`config.mk`:
```
export PLATFORM = sky130hd
export DESIGN_NAME = jk_bank_flat
export DESIGN_NICKNAME = d
export VERILOG_FILES = /design/src/rtl/jk_bank_pkg.sv /design/src/rtl/jk_bank_if.sv /design/src/rtl/jk_cell.sv /design/src/rtl/jk_bank.sv /design/src/flat_wrapper.sv
export SDC_FILE = /design/constraint.sdc
export NUM_CORES = 1
export LEC_CHECK = 0
export CAP_MARGIN = 25
export CORE_UTILIZATION = 38
export CTS_CLUSTER_SIZE = 25
export DETAILED_ROUTE_END_ITERATION = 10
export GPL_ROUTABILITY_DRIVEN = 0
export PLACE_DENSITY = 0.84
export SYNTH_ARGS = -nofsm -noshare
export SYNTH_HDL_FRONTEND = slang
export SYNTH_HIERARCHICAL = 1
export SYNTH_SLANG_ARGS = --single-unit
```
`constraint.sdc`:
```
create_clock -name clk -period 1.6 [get_ports clk]
set_input_delay 0.16 -clock clk [delete_from_list [all_inputs] [get_ports clk]]
set_output_delay 0.16 -clock clk [all_outputs]
set_load 0.01 [all_outputs]
```
`src/rtl/jk_bank_pkg.sv`:
```
// rtl/jk_bank_pkg.sv - shared mode enum and JK input codes for the jk_bank slice
package jk_bank_pkg;

    typedef enum logic [1:0] {
        JK   = 2'b00,
        UP   = 2'b01,
        DOWN = 2'b10,
        LOAD = 2'b11
    } mode_e;

    localparam logic [1:0] HOLD = 2'b00;
    localparam logic [1:0] CLR  = 2'b01;
    localparam logic [1:0] SET  = 2'b10;
    localparam logic [1:0] TGL  = 2'b11;

endpackage

```
`src/rtl/jk_bank_if.sv`:
```
// rtl/jk_bank_if.sv - control/data bundle between a jk_bank and its user
import jk_bank_pkg::*;

interface jk_bank_if #(
    parameter int WIDTH = 8
);
    logic             en;
    mode_e            mode;
    logic [WIDTH-1:0] j;
    logic [WIDTH-1:0] k;
    logic [WIDTH-1:0] d;
    logic [WIDTH-1:0] q;
    logic [WIDTH-1:0] qbar;
    logic             tc;

    modport master (output en, mode, j, k, d, input q, qbar, tc);
    modport slave  (input en, mode, j, k, d, output q, qbar, tc);
endinterface

```
`src/rtl/jk_cell.sv`:
```
// rtl/jk_cell.sv - single JK flip-flop with synchronous reset to a per-cell value
import jk_bank_pkg::*;

module jk_cell (
    input  logic clk,
    input  logic rst,
    input  logic rst_val,
    input  logic j,
    input  logic k,
    output logic q
);

    always_ff @(posedge clk) begin
        if (rst) begin
            q <= rst_val;
        end else begin
            case ({j, k})
                HOLD:    q <= q;
                CLR:     q <= 1'b0;
                SET:     q <= 1'b1;
                TGL:     q <= ~q;
                default: q <= q;
            endcase
        end
    end

endmodule

```
`src/rtl/jk_bank.sv`:
```
// rtl/jk_bank.sv - WIDTH JK cells as flag register, up/down counter or load register; counting under JK_BANK_COUNTER_EN
import jk_bank_pkg::*;

module jk_bank #(
    parameter int               WIDTH     = 8,
    parameter logic [WIDTH-1:0] RESET_VAL = '0
) (
    input  logic     clk,
    input  logic     rst,
    jk_bank_if.slave bus
);

    logic [WIDTH-1:0] w_q;
    logic [WIDTH-1:0] w_j;
    logic [WIDTH-1:0] w_k;
    logic             w_tc;

`ifdef JK_BANK_COUNTER_EN
    logic [WIDTH-1:0] w_up_t;
    logic [WIDTH-1:0] w_dn_t;

    // Prefix chains: bit i toggles when all lower bits are ones (up) or zeros (down).
    always_comb begin
        w_up_t    = '0;
        w_dn_t    = '0;
        w_up_t[0] = 1'b1;
        w_dn_t[0] = 1'b1;
        for (int i = 1; i < WIDTH; i++) begin
            w_up_t[i] = w_up_t[i-1] & w_q[i-1];
            w_dn_t[i] = w_dn_t[i-1] & ~w_q[i-1];
        end
    end

    assign w_tc = ~rst & bus.en & (((bus.mode == UP) & (&w_q)) |
                                   ((bus.mode == DOWN) & ~(|w_q)));
`else
    assign w_tc = 1'b0;
`endif

    // en=0 and the non-counting build map onto J=K=0, i.e. hold in every cell.
    always_comb begin
        w_j = '0;
        w_k = '0;
        if (bus.en) begin
            case (bus.mode)
                JK: begin
                    w_j = bus.j;
                    w_k = bus.k;
                end
`ifdef JK_BANK_COUNTER_EN
                UP: begin
                    w_j = w_up_t;
                    w_k = w_up_t;
                end
                DOWN: begin
                    w_j = w_dn_t;
                    w_k = w_dn_t;
                end
`endif
                LOAD: begin
                    w_j = bus.d;
                    w_k = ~bus.d;
                end
                default: ;
            endcase
        end
    end

    for (genvar i = 0; i < WIDTH; i++) begin : g_cell
        jk_cell u_cell (
            .clk     (clk),
            .rst     (rst),
            .rst_val (RESET_VAL[i]),
            .j       (w_j[i]),
            .k       (w_k[i]),
            .q       (w_q[i])
        );
    end

    assign bus.q    = w_q;
    assign bus.qbar = ~w_q;
    assign bus.tc   = w_tc;

endmodule

```
`src/flat_wrapper.sv`:
```
// flat-port wrapper written by rule: the top's interface ports become plain ports
module jk_bank_flat 
#(
    parameter int               WIDTH     = 8,
    parameter logic [WIDTH-1:0] RESET_VAL = '0
)
  (clk, rst, bus_en, bus_mode, bus_j, bus_k, bus_d, bus_q, bus_qbar, bus_tc);
  jk_bank_if #(.WIDTH(WIDTH)) bus_i ();
  input  logic clk;
  input  logic rst;
  input wire logic [$bits(bus_i.en)-1:0] bus_en;
  input wire logic [$bits(bus_i.mode)-1:0] bus_mode;
  input wire logic [$bits(bus_i.j)-1:0] bus_j;
  input wire logic [$bits(bus_i.k)-1:0] bus_k;
  input wire logic [$bits(bus_i.d)-1:0] bus_d;
  output wire logic [$bits(bus_i.q)-1:0] bus_q;
  output wire logic [$bits(bus_i.qbar)-1:0] bus_qbar;
  output wire logic [$bits(bus_i.tc)-1:0] bus_tc;
  assign bus_i.en = bus_en;
  assign bus_i.mode = bus_mode;
  assign bus_i.j = bus_j;
  assign bus_i.k = bus_k;
  assign bus_i.d = bus_d;
  assign bus_q = bus_i.q;
  assign bus_qbar = bus_i.qbar;
  assign bus_tc = bus_i.tc;
  jk_bank #(.WIDTH(WIDTH), .RESET_VAL(RESET_VAL)) u_core (.clk(clk), .rst(rst), .bus(bus_i));
endmodule
```
==> results.yml, run 1 <==
finish:
  fillCellCount: 169
  top_register: "u_core/g_cell.u_cell/q"
  multi_input_area_sq_um: 532
  antenna_cells: 0
  final_cell_mix: "clkdlybuf4s50_1, nand2_1, inv_1"
  drive_above_1_share_pct: 20.4
  top_regs: "u_core/g_cell.u_cell/q (8)"
  layout_commonest_cell: "clkdlybuf4s50_1"
  largest_register_ffs: 8
  final_util_pct: 70.4
  ff_latch_area_sq_um: 240
  nets: 190
  area_growth_pct: 71.6
clocking:
  post_cts_buffers: 0
  cts_buffers: 3
  clock_path_buffers: 2
  cts_sinks: 8
  root_buffer: "clkbuf_4"
  htree_levels: 1
  clkLatencyLatePin_ns: 0.26
  cts_tree: "yes"
  cts.clk_slew.worst_paths_ns: 0.06
floorplan:
  rows: 16
  dieHeight_um: 48.5
  die_w_um: 48.5
  io_pins: 46
  start_util_pct: 41.0
  fp.dieArea_sq_mm: 0.00235
  core_sq_mm: 0.00200
synth:
  avgSynthCellArea_sq_um: 8.21
  synth_top_cell_area_share_pct: 29.3
  yosys.area_share.simple_pct: 24.7
  synth_cell_type_count: 17
  ys_seq_elements: 8
  ys_top_cells_by_area: "edfxtp_1, a21bo_2, o21ai_2, a22oi_1, nand2_1"
  yosys_warnings: 6
  synth_fa_ha_area_share_pct: 3.05
  synthMuxAreaShare_pct: 0
  ys_seq_area_share_pct: 29.3
  synth_top_family_by_area: "compound AO/OA/AOI/OAI gates"
  syn-instance-count: 100
  syn_area_sq_um: 821
  synth-compound-area-share_pct: 31.4
  synth_xor_area_share_pct: 0
  yosys.area.top_type: "edfxtp_1"
grt:
  track_usage_pct: 21.0
  grt_pass1_vias: 877
  grt-ovfl-total: 0
  antenna_found_initial: 0
  grt_max_degree: 25
  grt_pass1_wl_um: 3820
power:
  ir_drop_mv: 0.392
  leakage_nw: 0.589
  power.density_mw_per_mm2: 564
flow_run:
  maxCapViolCount: 0
status:
  outcome: "finished clean"
timing:
  drv_slew: 0
  setup_viol: 0
  fin_worst_skew_ns: 0
  fin_crit_sh_pct: 92.7
  fmax_mhz: 674
  hold_viol_final: 0
  period_needed_ns: 1.48
  tns_ns: 0
  rsz0062_at_grt: "no"
detailed_routing:
  via_per_inst: 4.74
  vias: 872
  drc: 0
  ant_nets: 0
  dr.first_iter.drc_count: 19
  drt-total-wl_um: 2270
  routedWlPerCell_um: 12.3
  drt-pass1-iter-count: 4
place:
  port_buffers: 44
  dp_hpwl_um: 1580
critical_path:
  path_max_fanout: 8
  worstPathArrival_ns: 1.50
  startpoint_type: "primary input"
  crit_type: "in -> reg"
  worstPathRequired_ns: 1.61
  crit_path_end_kind: "flop"
worst_hold_path:
  hold_path.class: "reg -> reg"
critical path: stages:
cell and delay, ns:
dlygate4sd2_1 0.23, inv_1 0.06, ha_2 0.31, nand2b_4 0.17
buf_12 0.13, nor2_1 0.06, or3_1 0.39
layout make-up:
class | instances | share of cell area [%]
clock buffer | 3 | 1.60
inverter | 10 | 2.66
multi-input combinational | 84 | 37.7
sequential | 8 | 17.1
tap | 27 | 2.40
timing repair buffer | 52 | 38.5
where the power goes:
| group | internal, mW | total [mW] | switching [mW] |
|---|---|---|---|
| clock network | 0.0867 | 0.168 | 0.0809 |
| logic | 0.215 | 0.349 | 0.134 |
| registers | 0.261 | 0.279 | 0.0181 |
| total | 0.562 | 0.795 | 0.233 |
logic make-up after synthesis:
kind of cell,Yosys count
AND/OR/NAND/NOR,41
AO/OA/AOI/OAI,32
adder cells (fa/ha/maj),2
flip-flops,8
buffers and inverters,16
other,1
worst paths after layout:
check,from,end,slack (ns),cells past startpoint
worst max-delay path,bus_mode[0],u_core/g_cell[7].u_cell/q,0.12,7
worst min-delay path,u_core/g_cell[4].u_cell/q,u_core/g_cell[4].u_cell/q,0.71,2
worst max register to register,u_core/g_cell[5].u_cell/q,u_core/g_cell[5].u_cell/q,0.69,2
worst min register to register,u_core/g_cell[4].u_cell/q,u_core/g_cell[4].u_cell/q,0.71,2
layer usage:
metal,routed length (um),vias to the layer above,global-route usage [%]
met5,0,-,0
met4,13,0,8.82
met3,152,2,3.77
met2,1160,37,37.6
met1,944,379,24.5
li1,-,454,-
synth_stat cells:
cell and n:
inv_1 10, a21bo_2 8, conb_1 1, nand2b_1 4
or2b_1 5, buf_6 3, o21ai_2 8, a22oi_1 8
a21oi_2 2, ha_1 2, edfxtp_1 8, a21oi_1 6
nand2_1 16, buf_2 1, nor2_1 8, buf_4 2
or3_1 8
through the flow:
step | setup WS [ns] | total power, mW | hold slack (ns) | std cells | area, sq um
6_report | 0.116 | 0.795 | 0.709 | 184 | 1410
3_3_place_gp | -0.358 | 0.604 | 0.695 | 180 | 1350
3_5_place_dp | -0.429 | 0.612 | 0.706 | 180 | 1350
4_1_cts | 0.148 | 0.801 | 0.716 | 184 | 1410
5_1_grt | 0.0558 | 0.846 | 0.732 | 184 | 1410
2_1_floorplan | 0.159 | 0.414 | 0.361 | 108 | 851
what timing repair did:
item	CTS	global route
hold buffers	0	0
endpoints found under the setup margin	16	0
gates resized for setup	6	0
No activity file was read; power rests on OpenSTA's default activity.
==> run 2: changes to the inputs <==
--- a/config.mk
+++ b/config.mk
@@ -7,10 +7,12 @@
 export LEC_CHECK = 0
 export CAP_MARGIN = 25
 export CORE_UTILIZATION = 38
+export CTS_CLUSTER_DIAMETER = 150
 export CTS_CLUSTER_SIZE = 25
 export DETAILED_ROUTE_END_ITERATION = 10
 export GPL_ROUTABILITY_DRIVEN = 0
 export PLACE_DENSITY = 0.84
+export SLEW_MARGIN = 20
 export SYNTH_ARGS = -nofsm -noshare
 export SYNTH_HDL_FRONTEND = slang
 export SYNTH_HIERARCHICAL = 1
==> results of run 2 <==
Final layout, timing and power as in run 1 (identical DEF).
